`src/rtl/frv_counters.sv`:
```
// frv_counters: cycle/instret counters and a memory-mapped machine timer.
//
// Ports:
//   g_clk, g_reset        clock, asynchronous active-high reset
//   instr_ret             core retired one instruction this cycle
//   ctr_inhibit_cy/_ir    hold the cycle / instret counter
//   ctr_time              current mtime
//   ctr_cycle             cycle counter
//   ctr_instret           instructions-retired counter
//   int_mtime             timer interrupt pending (mtime >= mtimecmp)
//   mmio_req/wen/strb/addr/wdata   slave request (req/gnt handshake)
//   mmio_gnt              request accepted (combinational, always ready)
//   mmio_error/rdata      registered response, one cycle after the grant
//
// Register window at MMIO_BASE (16 bytes, word accesses only):
//   0x0 mtime[31:0], 0x4 mtime[63:32], 0x8 mtimecmp[31:0], 0xC mtimecmp[63:32]
module frv_counters #(
   parameter logic [31:0] MMIO_BASE      = 32'h0200_0000,
   parameter int unsigned TIMER_DIV      = 1,
   parameter logic [63:0] MTIMECMP_RESET = 64'hFFFF_FFFF_FFFF_FFFF
) (
   input  logic        g_clk,
   input  logic        g_reset,
   input  logic        instr_ret,
   input  logic        ctr_inhibit_cy,
   input  logic        ctr_inhibit_ir,
   output logic [63:0] ctr_time,
   output logic [63:0] ctr_cycle,
   output logic [63:0] ctr_instret,
   output logic        int_mtime,
   input  logic        mmio_req,
   input  logic        mmio_wen,
   input  logic [3:0]  mmio_strb,
   input  logic [31:0] mmio_addr,
   input  logic [31:0] mmio_wdata,
   output logic        mmio_gnt,
   output logic        mmio_error,
   output logic [31:0] mmio_rdata
);

   localparam int unsigned      PSC_W   = 16;
   localparam logic [PSC_W-1:0] PSC_MAX = PSC_W'(TIMER_DIV - 1);

   localparam logic [1:0] SEL_TIME_LO = 2'd0;
   localparam logic [1:0] SEL_TIME_HI = 2'd1;
   localparam logic [1:0] SEL_CMP_LO  = 2'd2;
   localparam logic [1:0] SEL_CMP_HI  = 2'd3;

   logic [PSC_W-1:0] psc;
   logic [PSC_W-1:0] psc_nxt;
   logic [63:0]      mtimecmp;
   logic [63:0]      mtime_nxt;
   logic [63:0]      mtimecmp_nxt;
   logic             tick;
   logic             addr_hit;
   logic             bus_wr;
   logic             bus_rd;
   logic [1:0]       reg_sel;
   logic [31:0]      rd_val;

   // Byte-wise merge of write data over the current register half.
   function automatic logic [31:0] merge_bytes(input logic [31:0] old_val,
                                               input logic [31:0] new_val,
                                               input logic [3:0]  strb);
      logic [31:0] res;
      res = old_val;
      for (int b = 0; b < 4; b++) begin
         if (strb[b]) res[8*b +: 8] = new_val[8*b +: 8];
      end
      return res;
   endfunction

   assign mmio_gnt = mmio_req;

   // Address decode: inside the window and word aligned.
   always_comb begin
      addr_hit = (mmio_addr[31:4] == MMIO_BASE[31:4]) && (mmio_addr[1:0] == 2'b00);
      bus_wr   = mmio_req &  mmio_wen & addr_hit;
      bus_rd   = mmio_req & ~mmio_wen & addr_hit;
      reg_sel  = mmio_addr[3:2];
   end

   // Read mux sees register values before this cycle's update.
   always_comb begin
      rd_val = 32'd0;
      case (reg_sel)
         SEL_TIME_LO: rd_val = ctr_time[31:0];
         SEL_TIME_HI: rd_val = ctr_time[63:32];
         SEL_CMP_LO:  rd_val = mtimecmp[31:0];
         SEL_CMP_HI:  rd_val = mtimecmp[63:32];
         default:     rd_val = 32'd0;
      endcase
   end

   // Prescaler, mtime and mtimecmp next state. A bus write to an mtime half
   // overrides the tick for that cycle; the prescaler keeps running.
   always_comb begin
      tick         = (psc == PSC_MAX);
      psc_nxt      = tick ? '0 : psc + PSC_W'(1);
      mtime_nxt    = tick ? ctr_time + 64'd1 : ctr_time;
      mtimecmp_nxt = mtimecmp;
      if (bus_wr) begin
         case (reg_sel)
            SEL_TIME_LO: mtime_nxt = {ctr_time[63:32],
                                      merge_bytes(ctr_time[31:0], mmio_wdata, mmio_strb)};
            SEL_TIME_HI: mtime_nxt = {merge_bytes(ctr_time[63:32], mmio_wdata, mmio_strb),
                                      ctr_time[31:0]};
            SEL_CMP_LO:  mtimecmp_nxt = {mtimecmp[63:32],
                                         merge_bytes(mtimecmp[31:0], mmio_wdata, mmio_strb)};
            SEL_CMP_HI:  mtimecmp_nxt = {merge_bytes(mtimecmp[63:32], mmio_wdata, mmio_strb),
                                         mtimecmp[31:0]};
            default: ;
         endcase
      end
   end

   // Timer state and interrupt; interrupt compares the current registers so
   // a mtimecmp write shows on int_mtime one edge after it lands.
   always_ff @(posedge g_clk or posedge g_reset) begin
      if (g_reset) begin
         psc       <= '0;
         ctr_time  <= 64'd0;
         mtimecmp  <= MTIMECMP_RESET;
         int_mtime <= 1'b0;
      end else begin
         psc       <= psc_nxt;
         ctr_time  <= mtime_nxt;
         mtimecmp  <= mtimecmp_nxt;
         int_mtime <= (ctr_time >= mtimecmp);
      end
   end

   // Cycle and instret counters, wrapping silently.
   always_ff @(posedge g_clk or posedge g_reset) begin
      if (g_reset) begin
         ctr_cycle   <= 64'd0;
         ctr_instret <= 64'd0;
      end else begin
         if (!ctr_inhibit_cy)             ctr_cycle   <= ctr_cycle + 64'd1;
         if (instr_ret && !ctr_inhibit_ir) ctr_instret <= ctr_instret + 64'd1;
      end
   end

   // Bus response; cleared in any cycle without a request.
   always_ff @(posedge g_clk or posedge g_reset) begin
      if (g_reset) begin
         mmio_error <= 1'b0;
         mmio_rdata <= 32'd0;
      end else begin
         mmio_error <= mmio_req & ~addr_hit;
         mmio_rdata <= bus_rd ? rd_val : 32'd0;
      end
   end

endmodule

```
`config.mk`:
```
export PLATFORM = sky130hd
export DESIGN_NAME = frv_counters
export DESIGN_NICKNAME = d
export VERILOG_FILES = /design/src/rtl/frv_counters.sv
export SDC_FILE = /design/constraint.sdc
export NUM_CORES = 1
export LEC_CHECK = 0
export BUFFER_PORTS_ARGS = -buffer_cell sky130_fd_sc_hd__buf_2
export CAP_MARGIN = 15
export CORE_ASPECT_RATIO = 0.6
export CORE_MARGIN = 10
export CORE_UTILIZATION = 50
export CTS_CLUSTER_DIAMETER = 80
export DETAILED_ROUTE_END_ITERATION = 12
export GPL_ROUTABILITY_DRIVEN = 1
export PLACE_DENSITY = 0.76
export RECOVER_POWER = 25
export SLEW_MARGIN = 10
export SYNTH_ARGS = -nofsm -noshare
export SYNTH_HDL_FRONTEND = slang
export SYNTH_SLANG_ARGS = --single-unit
```
`constraint.sdc`:
```
create_clock -name g_clk -period 9.2 [get_ports g_clk]
set_clock_uncertainty 0.1 [all_clocks]
set_input_delay 0.46 -clock g_clk [delete_from_list [all_inputs] [get_ports g_clk]]
set_output_delay 0.46 -clock g_clk [all_outputs]
set_load 0.01 [all_outputs]
```
==> impl_metrics.py <==
metrics = {
    "sta": {
        "finalCritPeriodShare": 0.5240,
        "hold_violations": 0,
        "rsz0062_at_grt": "false",
        "min_period_ps": 4821,
        "tightest_slew_ps": 5685,
        "worst_slew_margin_rel": -2.790,
        "tns_ps": 0,
        "slew_viol_final": 130,
        "fmax_mhz": 207.4,
        "setup_violations": 0,
    },
    "detailed_routing": {
        "ant_nets": 0,
        "first_pass_iters": 6,
        "wire_per_inst_microns": 21.78,
        "routed_wl_microns": 50400,
        "drt_iter0_drc": 1449,
        "via_count": 13773,
        "viasPerCell": 5.952,
        "drc": 0,
    },
    "cts": {
        "clk-insertion-delay-late_ps": 590,
        "cts.root.buffer_cell": "clkbuf_16",
        "cts_setup_buffers": 0,
        "cts_made_buffers": 31,
        "clock_path_buffers": 3,
        "cts.repair.resized": 0,
        "htreeDepth": 1,
        "cts.sinks": 306,
        "clkTransAtPathRegs_ps": 70,
        "cts_tree": "built",
    },
    "worst_setup_path": {
        "crit_buf_inv": 3,
        "path_delay_family": "buffers and inverters",
        "worstPathCellList": "dlygate4sd3_1 > clkbuf_1 > clkinvlp_2",
        "path_class": "primary input to asynchronous set/reset pin",
        "critical_path.max_fanout": 129,
        "critPathMaxStageDelay_ps": 3090,
        "cp.arrival_ps": 4370,
        "cp_slowest_cell": "clkinvlp_2",
        "required_ps": 8740,
        "startpoint_type": "primary input",
        "cp-end-kind": "asynchronous set/reset pin",
    },
    "die": {
        "dieWidth_microns": 251.7,
        "rows": 50,
        "ios": 302,
        "core_sq_um": 31470,
        "die_h_microns": 159.0,
        "design.die.area_sq_um": 40040,
        "start_util": 0.5120,
    },
    "cells_and_area": {
        "area.growth.synth_to_final_pct": 18.21,
        "finalNetCount": 2016,
        "drive_gt1_frac": 0.2447,
        "final_cell_area_sq_um": 19040,
    },
    "hold_path": {
        "min_path_type": "primary input to flop",
    },
    "synth": {
        "ys_ff_latch": 306,
        "synth_common_cells": "dfrtp_1, nand2_1, nor2_1",
        "avgSynthCellArea_sq_um": 10.25,
        "ys_seq_area_frac": 0.4803,
        "netlist_top_cells_area": "dfrtp_1, dfstp_2, xnor2_1",
        "yosysTopAreaCell": "dfrtp_1",
        "synth_edf_count": 0,
        "synth.distinct_cells": 67,
        "ys.warnings.count": 0,
        "synthCells": 1571,
        "ys.flop_type": "dfrtp_1",
        "syn-num-nets": 1715,
        "synth-async-reset-ratio": 1.000,
        "synth_most_common_cell": "dfrtp_1",
        "synth_top_area_share": 0.3759,
        "synthesis.area_sq_um": 16110,
    },
    "global_routing": {
        "grt_overflow": 0,
        "grt_pass1_wl_microns": 79430,
        "grt_usage": 0.2475,
        "antenna_found_initial": 3,
        "grt_max_degree": 179,
        "grt_pass1_vias": 13413,
    },
    "power": {
        "powerDensity_nw_per_um2": 154.0,
        "p_leak_nw": 9.122,
        "max-vdd-ir-drop_mv": 0.1391,
    },
    "job": {
        "max_cap_violations": 1,
    },
    "place": {
        "numPortBuffers": 301,
        "place_area_sq_um": 18030,
        "hpwlAfterDp_microns": 37380,
        "gp_congestion": 0.9130,
    },
    "run_status": {
        "violations": "max-capacitance violations, max-slew violations",
        "outcome": "finished, violations left",
    },
}
cell type report:
type	count	area, sq um
clock buffers	46	932.1
repair buffers	310	1536
inverters	82	309.0
diodes	2	5.005
clock inverters	11	133.9
well taps	416	520.5
fillers	2679	12420
multi-input cells	1141	7870
flip-flops and latches	306	7737
stage by stage:
| step | setup slack (ps) | hold WS, ps | std cells | utilization | total power [mW] |
|---|---|---|---|---|---|
| 2_1_floorplan | 286.6 | 357.5 | 1571 | - | 1.526 |
| 3_3_place_gp | 6047 | 351.3 | 2253 | 0.5730 | 1.611 |
| 3_5_place_dp | 5959 | 352.4 | 2253 | 0.5730 | 1.620 |
| 4_1_cts | 5940 | 3.449 | 2312 | 0.6075 | 2.958 |
| 5_1_grt | 3417 | 31.67 | 2314 | 0.6052 | 3.029 |
| 6_report | 4379 | 25.36 | 2314 | 0.6052 | 2.933 |
state kept, by name, indices dropped and copies added, names as in the netlist:
| register | count |
|---|---|
| ctr_instret | 64 |
| int_mtime | 1 |
| mtimecmp | 64 |
| mmio_error | 1 |
| ctr_cycle | 64 |
| ctr_time | 64 |
| psc | 16 |
| mmio_rdata | 32 |
worst min-delay path, stage by stage:
cell and delay [ps]:
buf_2 130, nand2_1 50, o21ai_0 70
power breakdown:
group | switching (mW) | internal, mW
Clock | 0.557 | 0.781
Combinational | 0.110 | 0.0755
Sequential | 0.0336 | 1.38
metal layers:
layer | up-vias | global-route usage | wire, microns
met2 | 778 | 0.3559 | 21430
met5 | - | 0 | 13
met4 | 2 | 0.06778 | 1296
met3 | 96 | 0.07359 | 5721
met1 | 6694 | 0.3546 | 21940
li1 | 6203 | - | -
cell usage in the layout, fill, tap and decap left out, types with 64 or more instances in the layout:
cell	Yosys	routed
ha_1	69	69
dfrtp_1	242	242
nand2_1	170	170
inv_1	82	81
buf_2	0	257
xnor2_1	107	107
nor2_1	124	124
dfstp_2	64	64
nand3_1	101	101
o21ai_0	73	73
worst paths after layout:
kind	startpoint	end	depth (start not counted)	slack, ps
max	g_reset	ctr_cycle[27]$_DFFE_PP0N_	3	4380
min	mmio_wdata[10]	mtimecmp[10]$_DFFE_PP1P_	3	30
max reg2reg	psc[0]$_DFF_PP0_	ctr_time[44]$_DFFE_PP0P_	9	5800
min reg2reg	ctr_instret[63]$_DFFE_PP0P_	ctr_instret[63]$_DFFE_PP0P_	1	370
max in group g_clk	psc[0]$_DFF_PP0_	ctr_time[44]$_DFFE_PP0P_	9	5800
min in group asynchronous	g_reset	ctr_instret[50]$_DFFE_PP0P_	3	2050
logic make-up (layout without fill, tap and decap cells):
group,count (synthesis),in the layout,synth area share
compound gates,213,213,0.08395
xor+xnor,140,140,0.07611
fa+ha+maj,69,69,0.05359
buf+inv,124,449,0.03029
flops,306,306,0.4803
mux,54,54,0.05996
other cells,0,2,0
simple gates,665,665,0.2158
repair_timing:
item,CTS,global route
endpoints found under the setup margin,0,0
hold buffers,2,0
endpoints found under the hold margin,21,0
(Power assumes the default switching activity.)
